File: src/rtl/ser_ctrl_pkg.sv
// Shared types and line constants for the pair-serializer sequencing controller.
package ser_ctrl_pkg;

  typedef enum logic [1:0] {
    IDLE = 2'd0,
    PRE  = 2'd1,
    DATA = 2'd2,
    PAR  = 2'd3
  } ser_state_t;

  localparam logic [1:0] IDLE_PAIR = 2'b11;
  localparam logic [1:0] PRE_PAIR  = 2'b10;

endpackage

File: src/rtl/ser_pair_shifter.sv
// Word shift register presenting its two MSBs as the next pair to send.
// The parity port exists only when SER_PARITY_EN is defined.
module ser_pair_shifter
  import ser_ctrl_pkg::*;
#(
  parameter int WORD_W = 16
) (
  input  logic              clk,
  input  logic              load,
  input  logic              pre_shift,
  input  logic              shift,
  input  logic [WORD_W-1:0] word,
  output logic [1:0]        pair
`ifdef SER_PARITY_EN
  ,
  output logic              parity
`endif
);

  logic [WORD_W-1:0] sreg;

  // pre_shift loads a word whose first pair is already being driven elsewhere
  always_ff @(posedge clk) begin
    if (load) begin
      sreg <= pre_shift ? {word[WORD_W-3:0], 2'b00} : word;
    end else if (shift) begin
      sreg <= {sreg[WORD_W-3:0], 2'b00};
    end
  end

  assign pair = sreg[WORD_W-1 -: 2];

`ifdef SER_PARITY_EN
  // Parity must cover the whole word, so it is taken at load time
  always_ff @(posedge clk) begin
    if (load) begin
      parity <= ^word;
    end
  end
`endif

endmodule

File: src/rtl/ser_pair_feeder.sv
// Frames parallel words with a preamble and feeds a 2:1 serializer one pair per cycle.
// Optional trailing parity pair enabled by defining SER_PARITY_EN.
module ser_pair_feeder
  import ser_ctrl_pkg::*;
#(
  parameter int WORD_W    = 16,
  parameter int PRE_PAIRS = 2
) (
  input  logic              CLK,
  input  logic              RESET,
  input  logic [WORD_W-1:0] IN_DATA,
  input  logic              IN_VALID,
  output logic              IN_READY,
  output logic              PAR_IN1,
  output logic              PAR_IN2,
  output logic              BUSY,
  output logic              WORD_DONE
);

  localparam int HALF    = WORD_W / 2;
  localparam int CNT_MAX = (PRE_PAIRS > HALF) ? PRE_PAIRS : HALF;
  localparam int CW      = (CNT_MAX > 1) ? $clog2(CNT_MAX) : 1;

  ser_state_t    state;
  logic [CW-1:0] cnt;
  logic [1:0]    pair_q;
  logic          busy_q;
  logic          done_q;
  logic          final_c;
  logic          ready_c;
  logic          accept;
  logic          sh_load;
  logic          sh_pre_shift;
  logic          sh_shift;
  logic [1:0]    sh_pair;
`ifdef SER_PARITY_EN
  logic          word_parity;
`endif

`ifdef SER_PARITY_EN
  assign final_c = (state == PAR);
`else
  assign final_c = (state == DATA) && (cnt == '0);
`endif

  assign ready_c      = !RESET && ((state == IDLE) || final_c);
  assign accept       = ready_c && IN_VALID;
  assign sh_load      = accept;
  assign sh_pre_shift = (state != IDLE);
  assign sh_shift     = ((state == PRE) && (cnt == '0)) || ((state == DATA) && (cnt != '0));

  ser_pair_shifter #(
    .WORD_W (WORD_W)
  ) u_shifter (
    .clk       (CLK),
    .load      (sh_load),
    .pre_shift (sh_pre_shift),
    .shift     (sh_shift),
    .word      (IN_DATA),
    .pair      (sh_pair)
`ifdef SER_PARITY_EN
    ,
    .parity    (word_parity)
`endif
  );

  // Outputs are registered from the transition, so each state shows its own pair
  always_ff @(posedge CLK) begin
    if (RESET) begin
      state  <= IDLE;
      cnt    <= '0;
      pair_q <= IDLE_PAIR;
      busy_q <= 1'b0;
      done_q <= 1'b0;
    end else begin
      done_q <= 1'b0;
      unique case (state)
        IDLE: begin
          if (accept) begin
            state  <= PRE;
            cnt    <= CW'(PRE_PAIRS - 1);
            pair_q <= PRE_PAIR;
            busy_q <= 1'b1;
          end
        end
        PRE: begin
          if (cnt == '0) begin
            state  <= DATA;
            cnt    <= CW'(HALF - 1);
            pair_q <= sh_pair;
          end else begin
            cnt    <= cnt - 1'b1;
            pair_q <= PRE_PAIR;
          end
        end
        DATA: begin
          if (cnt != '0) begin
            cnt    <= cnt - 1'b1;
            pair_q <= sh_pair;
`ifndef SER_PARITY_EN
            done_q <= (cnt == CW'(1));
`endif
          end else begin
`ifdef SER_PARITY_EN
            state  <= PAR;
            pair_q <= {word_parity, ~word_parity};
            done_q <= 1'b1;
`else
            // Back-to-back word: its first pair goes straight out, no preamble
            if (accept) begin
              cnt    <= CW'(HALF - 1);
              pair_q <= IN_DATA[WORD_W-1 -: 2];
              done_q <= (HALF == 1);
            end else begin
              state  <= IDLE;
              pair_q <= IDLE_PAIR;
              busy_q <= 1'b0;
            end
`endif
          end
        end
`ifdef SER_PARITY_EN
        PAR: begin
          if (accept) begin
            state  <= DATA;
            cnt    <= CW'(HALF - 1);
            pair_q <= IN_DATA[WORD_W-1 -: 2];
          end else begin
            state  <= IDLE;
            pair_q <= IDLE_PAIR;
            busy_q <= 1'b0;
          end
        end
`endif
        default: begin
          state  <= IDLE;
          pair_q <= IDLE_PAIR;
          busy_q <= 1'b0;
        end
      endcase
    end
  end

  assign IN_READY  = ready_c;
  assign PAR_IN1   = pair_q[1];
  assign PAR_IN2   = pair_q[0];
  assign BUSY      = busy_q;
  assign WORD_DONE = done_q;

endmodule

File: config.mk
export PLATFORM = sky130hd
export DESIGN_NAME = ser_pair_feeder
export DESIGN_NICKNAME = d
export VERILOG_FILES = /design/src/rtl/ser_ctrl_pkg.sv /design/src/rtl/ser_pair_shifter.sv /design/src/rtl/ser_pair_feeder.sv
export SDC_FILE = /design/constraint.sdc
export NUM_CORES = 1
export LEC_CHECK = 0
export CAP_MARGIN = 40
export CORE_ASPECT_RATIO = 0.5
export CORE_UTILIZATION = 40
export DETAILED_ROUTE_END_ITERATION = 12
export GPL_ROUTABILITY_DRIVEN = 0
export GPL_TIMING_DRIVEN = 0
export PLACE_DENSITY = 0.62
export SLEW_MARGIN = 0
export SYNTH_ARGS = -nofsm -noshare
export SYNTH_HDL_FRONTEND = slang
export SYNTH_HIERARCHICAL = 1
export SYNTH_SLANG_ARGS = --single-unit
File: constraint.sdc
create_clock -name CLK -period 2.75 [get_ports CLK]
set_clock_uncertainty 0.2 [all_clocks]
set_input_delay 0.55 -clock CLK [delete_from_list [all_inputs] [get_ports CLK]]
set_output_delay 0.55 -clock CLK [all_outputs]
set_load 0.01 [all_outputs]
==> flow_metrics.py, run 1 <==
metrics = {
    "clock_tree": {
        "root_buffer": "clkbuf_8",
        "cts_max_path_buffers": 2,
        "clock-sinks": 25,
        "worstSkewPairLatency_ns": 0.27,
        "htreeDepth": 1,
        "numCtsBuffers": 3,
        "path_clk_slew_ns": 0.09,
        "hold_buffers": 0,
        "cts_tree": "done",
    },
    "detailed_routing": {
        "ant_nets": 0,
        "drt-initial-drc-count": 27,
        "wirelength_mm": 2.76,
        "firstDrtPassIters": 4,
        "wl_per_cell_um": 12.6,
        "via_per_inst": 5.02,
        "drc_errors": 0,
        "dr_total_vias": 1104,
    },
    "worst_hold_path": {
        "hp-class": "reg -> reg",
    },
    "synthesis": {
        "synth_area_per_cell_um2": 10.1,
        "ys_ff_latch": 25,
        "synth_top_area_share": 0.332,
        "ys_types": 36,
        "synth_top_flop_cell": "edfxtp_1",
        "synth_compound_area_frac": 0.150,
        "synth.mux.area_fraction": 0.111,
        "netlist_instances": 143,
        "syn_area_um2": 1450,
        "synth_xor_area_frac": 0,
        "netlist_top_cells_area": "edfxtp_1 (33%), dfxtp_1 (12%), mux2i_1 (11%), ha_1 (6.9%), a21oi_1 (6.6%)",
        "ys_async_sr_fraction": 0,
        "synth_area_leader_cell": "edfxtp_1",
        "synthAdderAreaFrac": 0.0691,
        "synth-edff-count": 16,
        "synthSimpleGateAreaFrac": 0.150,
        "synth_top_family_by_area": "compound AO/OA/AOI/OAI gates",
        "syn-num-nets": 170,
        "synth_seq_area_share": 0.456,
        "synth_common_cells": "nor2_1 (20), a21oi_1 (19), edfxtp_1 (16), mux2i_1 (16), dfxtp_1 (9)",
        "yosysMostFrequentCell": "nor2_1",
        "yosysWarnings": 6,
    },
    "floorplanning": {
        "ios": 24,
        "coreArea_um2": 3450,
        "initial_utilization": 0.420,
        "die_w_um": 87.1,
        "num_rows": 15,
        "dieArea_um2": 3880,
        "die-height_um": 44.6,
    },
    "pwr": {
        "power_mw": 1.93,
        "ir_drop_uv": 441,
        "power_density_nw_per_um2": 1070,
        "leakagePower_nw": 0.699,
    },
    "sta": {
        "max_freq_mhz": 380,
        "worstMarginPinSlew_ns": 0.477,
        "post-route-period-util": 0.957,
        "setup_viol": 0,
        "fin_crit_ns": 2.63,
        "drv_slew": 0,
        "hold_viol_final": 0,
        "worst_hold_slack_ns": 0.285,
        "worst_slack_ns": 0.117,
        "relSlewSlack": 0.682,
    },
    "layout": {
        "drive_above_1_share": 0.101,
        "final_nets": 197,
        "antenna_cells": 0,
        "syn_to_final_growth_pct": 24.5,
    },
    "worst_setup_path": {
        "cp_data_required_time_ns": 2.00,
        "critPathKind": "reg -> out",
        "cp.arrival_ns": 1.88,
        "cp-end-kind": "primary output",
        "path_max_fanout": 5,
        "cp-start-kind": "flip-flop",
    },
    "global_route": {
        "antenna_found_initial": 0,
        "grt_pass1_vias": 1055,
        "grt_usage": 0.160,
        "grt-ovfl-total": 0,
        "grt_pass1_wl_mm": 4.74,
        "grt_max_degree": 17,
    },
    "run_status": {
        "status": "completed",
    },
    "flow_run": {
        "drv_cap": 0,
    },
    "placement": {
        "dp_hpwl_mm": 1.96,
        "port_buffers": 23,
        "place_ws_ns": -0.0736,
    },
}
-- metal layers --
metal,part of all wire,GRT usage
met1,0.49,0.202
met2,0.47,0.277
met3,0.023,0.0392
met4,0.010,0.0492
met5,0,0
-- final timing paths --
kind / end / slack (ns) / from / cells past startpoint
max: IN_READY / 0.12 / cnt[0] / 6
min: cnt[1] / 0.29 / cnt[1] / 2
max reg2reg: u_shifter/sreg[8] / 0.56 / cnt[0] / 7
min reg2reg: cnt[1] / 0.29 / cnt[1] / 2
-- registers in the layout, indices dropped and copies added, names as in the netlist --
signal / cells
u_shifter/sreg: 16
cnt: 3
pair_q: 2
state: 2
BUSY: 1
WORD_DONE: 1
-- final cells by class --
class	count	area, um2
fillers	335	1650
multi-input cells	102	706
flip-flops and latches	25	661
repair buffers	24	240
well taps	51	63.8
plain buffers	8	62.6
clock buffers	3	41.3
inverters	6	22.5
clock inverters	1	7.51
-- layout by cell type, fill, tap and decap left out, types with 3 or more instances in the layout --
cell type         n
a21oi_1          19
a31oi_1           3
buf_4             3
clkbuf_1          3
clkbuf_8          3
clkdlybuf4s50_1  22
dfxtp_1           9
edfxtp_1         16
ha_1              6
inv_1             6
mux2i_1          16
nand2_1           5
nand2b_1          4
nor2_1           20
nor3_1            3
-- worst max-delay path, stage by stage, from the launching register on --
cell and delay [ns]:
dfxtp_1 0.34, inv_1 0.10, ha_2 0.22, nor2b_4 0.21
a21oi_1 0.10, nor2_1 0.10, clkdlybuf4s50_1 0.54
-- metrics by stage --
| stage | cell area (um2) | setup TNS (ns) | utilization | std cells |
|---|---|---|---|---|
| 3_5_place_dp | 1740 | -0.0736 | 0.505 | 217 |
| 5_1_grt | 1800 | -0.00666 | 0.522 | 220 |
| 3_3_place_gp | 1740 | -0.0572 | 0.505 | 217 |
| 4_1_cts | 1790 | 0 | 0.518 | 219 |
| 6_report | 1800 | 0 | 0.522 | 220 |
| 2_1_floorplan | 1450 | 0 | - | 143 |
-- power by group --
part	total (mW)	internal [mW]	switching, mW
clock network	0.225	0.103	0.122
logic	1.00	0.464	0.539
registers	0.706	0.636	0.0697
total	1.93	1.20	0.731
-- cell families (layout without fill, tap and decap cells) --
family / after synthesis / in the layout
and+or+nand+nor: 42 / 42
AOI/OAI and AO/OA: 36 / 36
DFF: 25 / 25
muxes: 16 / 16
buffers and inverters: 16 / 42
adders and majority gates: 8 / 8
-- repair_timing --
action,in CTS,in global routing
setup buffers,0,1
cloned,0,0
hold endpoints to repair,0,0
setup endpoints to repair,1,1
resized for setup,1,3
No activity file was read; power rests on OpenSTA's default activity.
==> run 2, diff against run 1 <==
--- a/config.mk
+++ b/config.mk
@@ -5,8 +5,9 @@
 export SDC_FILE = /design/constraint.sdc
 export NUM_CORES = 1
 export LEC_CHECK = 0
-export CAP_MARGIN = 40
+export CAP_MARGIN = 20
 export CORE_ASPECT_RATIO = 0.5
+export CORE_MARGIN = 2
 export CORE_UTILIZATION = 40
 export DETAILED_ROUTE_END_ITERATION = 12
 export GPL_ROUTABILITY_DRIVEN = 0
==> constraint.sdc (replaced) <==
create_clock -name CLK -period 2.75 [get_ports CLK]
set_clock_uncertainty 0.2 [all_clocks]
set_input_delay 0.275 -clock CLK [delete_from_list [all_inputs] [get_ports CLK]]
set_output_delay 0.275 -clock CLK [all_outputs]
set_load 0.01 [all_outputs]
==> run 2 against run 1 <==
  * Worst hold slack lost 0.0063 ns
  * Total power decreased by 0.62%
  * Sequential share of layout area rose by 0.20 points
  * Sequential cell count stayed put
  * Utilization down 0.29 points
  * Routed wire length is 1.7% higher
  * Non-clock buffer count is 1 higher
  * Clock-buffer cell count did not move
  * Critical endpoint unchanged
==> flow_metrics.py, run 2 (synthesized netlist as in run 1, its figures left out) <==
metrics = {
    "run_status": {
        "status": "completed",
    },
    "clock_tree": {
        "cts_max_path_buffers": 2,
        "post_cts_buffers": 0,
        "clock-sinks": 25,
        "cts_tree": "done",
        "root_buffer": "clkbuf_8",
        "worstSkewPairLatency_ns": 0.28,
        "path_clk_slew_ns": 0.09,
        "numCtsBuffers": 3,
        "htreeDepth": 1,
    },
    "worst_setup_path": {
        "critPathKind": "reg -> out",
        "cp_cell_sequence": "inv_1 -> ha_1 -> nor2b_2 -> a21oi_1 -> nor2_1 -> clkdlybuf4s50_1",
        "critPathBufInv": 2,
        "cp-start-kind": "flip-flop",
        "path_max_fanout": 7,
        "cp.arrival_ns": 2.03,
        "crit_family": "buffers and inverters",
        "slowest_delay_ns": 0.54,
        "cp_data_required_time_ns": 2.28,
        "slowest_stage": "clkdlybuf4s50_1",
        "cp-end-kind": "primary output",
    },
    "sta": {
        "relSlewSlack": 0.691,
        "finalSetupTns_ns": 0,
        "max_freq_mhz": 399,
        "hold_viol_final": 0,
        "post-route-period-util": 0.912,
        "worstMarginPinSlew_ns": 0.464,
        "setup_viol": 0,
        "fin_crit_ns": 2.51,
        "drv_slew": 0,
        "rsz0062_at_grt": "false",
    },
    "floorplanning": {
        "initial_utilization": 0.420,
        "die_w_um": 89.1,
        "coreArea_um2": 3450,
        "ios": 24,
        "num_rows": 15,
        "dieArea_um2": 4150,
        "die-height_um": 46.6,
    },
    "global_route": {
        "grt_usage": 0.152,
        "grt_pass1_wl_mm": 4.70,
        "grt_max_degree": 17,
        "grt_pass1_vias": 1059,
        "antenna_found_initial": 0,
        "grt-ovfl-total": 0,
    },
    "detailed_routing": {
        "firstDrtPassIters": 4,
        "drc_errors": 0,
        "via_per_inst": 5.04,
        "drt-initial-drc-count": 30,
        "ant_nets": 0,
        "wl_per_cell_um": 12.7,
        "wirelength_mm": 2.81,
        "dr_total_vias": 1114,
    },
    "layout": {
        "layout_commonest_cell": "clkdlybuf4s50_1",
        "drive_above_1_share": 0.0882,
        "syn_to_final_growth_pct": 23.8,
        "layout.cells.non_filler": 221,
        "final_nets": 198,
        "multi_input_area_um2": 696,
        "final_cell_mix": "clkdlybuf4s50_1 (23), nor2_1 (20), a21oi_1 (19)",
        "largestRegisters": "u_shifter/sreg: 16 flops, cnt: 3 flops",
        "largest_register_ffs": 16,
        "register_area_um2": 661,
        "n_fill_cell": 331,
        "max_flop_register": "u_shifter/sreg",
        "antenna_cells": 0,
    },
    "pwr": {
        "power_mw": 1.92,
        "comb_power_share": 0.507,
        "power_density_nw_per_um2": 1070,
        "swShare": 0.385,
        "seq_power_share": 0.367,
        "clock_power_share": 0.126,
        "internal-power_mw": 1.18,
        "p_switching_mw": 0.740,
        "ir_drop_uv": 389,
        "leakagePower_nw": 0.692,
    },
    "worst_hold_path": {
        "hp-class": "reg -> reg",
    },
    "placement": {
        "port_buffers": 23,
        "place_inst": 217,
        "dp_hpwl_mm": 2.01,
    },
    "flow_run": {
        "drv_cap": 0,
    },
}
==> run 2: path summary, 6_finish.rpt <==
kind / cells after the start / endpoint / slack (ns) / startpoint
worst max-delay path: 6 / IN_READY / 0.24 / cnt[0]
worst min-delay path: 2 / BUSY / 0.28 / BUSY
worst max register to register: 7 / u_shifter/sreg[9] / 0.44 / cnt[0]
worst min register to register: 2 / BUSY / 0.28 / BUSY
==> run 2: stage by stage <==
stage | instance area, um2 | utilization | hold WS (ns) | setup WS [ns]
detailed placement | 1740 | 0.505 | 0.268 | 0.330
floorplan | 1450 | - | 0.250 | 0.741
global route | 1790 | 0.520 | 0.312 | 0.148
CTS | 1790 | 0.519 | 0.283 | 0.134
global placement | 1740 | 0.505 | 0.264 | 0.356
finish | 1790 | 0.520 | 0.279 | 0.243
==> run 2: power by group through the flow <==
stage | clock [mW] | combinational [mW] | sequential, mW
after floorplan | 0 | 0.729 | 0.708
after global placement | 0 | 0.973 | 0.711
after detailed placement | 0 | 0.979 | 0.717
after CTS | 0.251 | 0.985 | 0.709
after global routing | 0.262 | 1.08 | 0.723
final | 0.241 | 0.975 | 0.706
==> run 2: what timing repair did <==
| item | CTS | global route |
|---|---|---|
| hold buffers | 0 | 0 |
| endpoints found under the setup margin | 0 | 1 |
| resized for setup | 0 | 2 |
| endpoints found under the hold margin | 0 | 0 |
==> run 2: worst min-delay path: cells and delay by family, from the launching register on <==
kind,cells,cell delay (ns)
DFF,1,0.32
and+or+nand+nor,1,0.06
muxes,1,0.06
==> run 2: routing by layer <==
layer  GRT usage  vias up  share of wire
met5           0        -              0
met4      0.0358        0         0.0053
met3      0.0430        3          0.031
met2       0.279       12           0.48
met1       0.180      524           0.48
li1            -      575              -
==> run 2: layout make-up <==
class                           instances  area share
Timing Repair Buffer                   23       0.128
Inverter                                6      0.0126
Sequential cell                        25       0.368
Clock buffer                            3      0.0230
Multi-Input combinational cell        102       0.388
Clock inverter                          1     0.00488
Tap cell                               51      0.0356
Buffer                                 10      0.0397
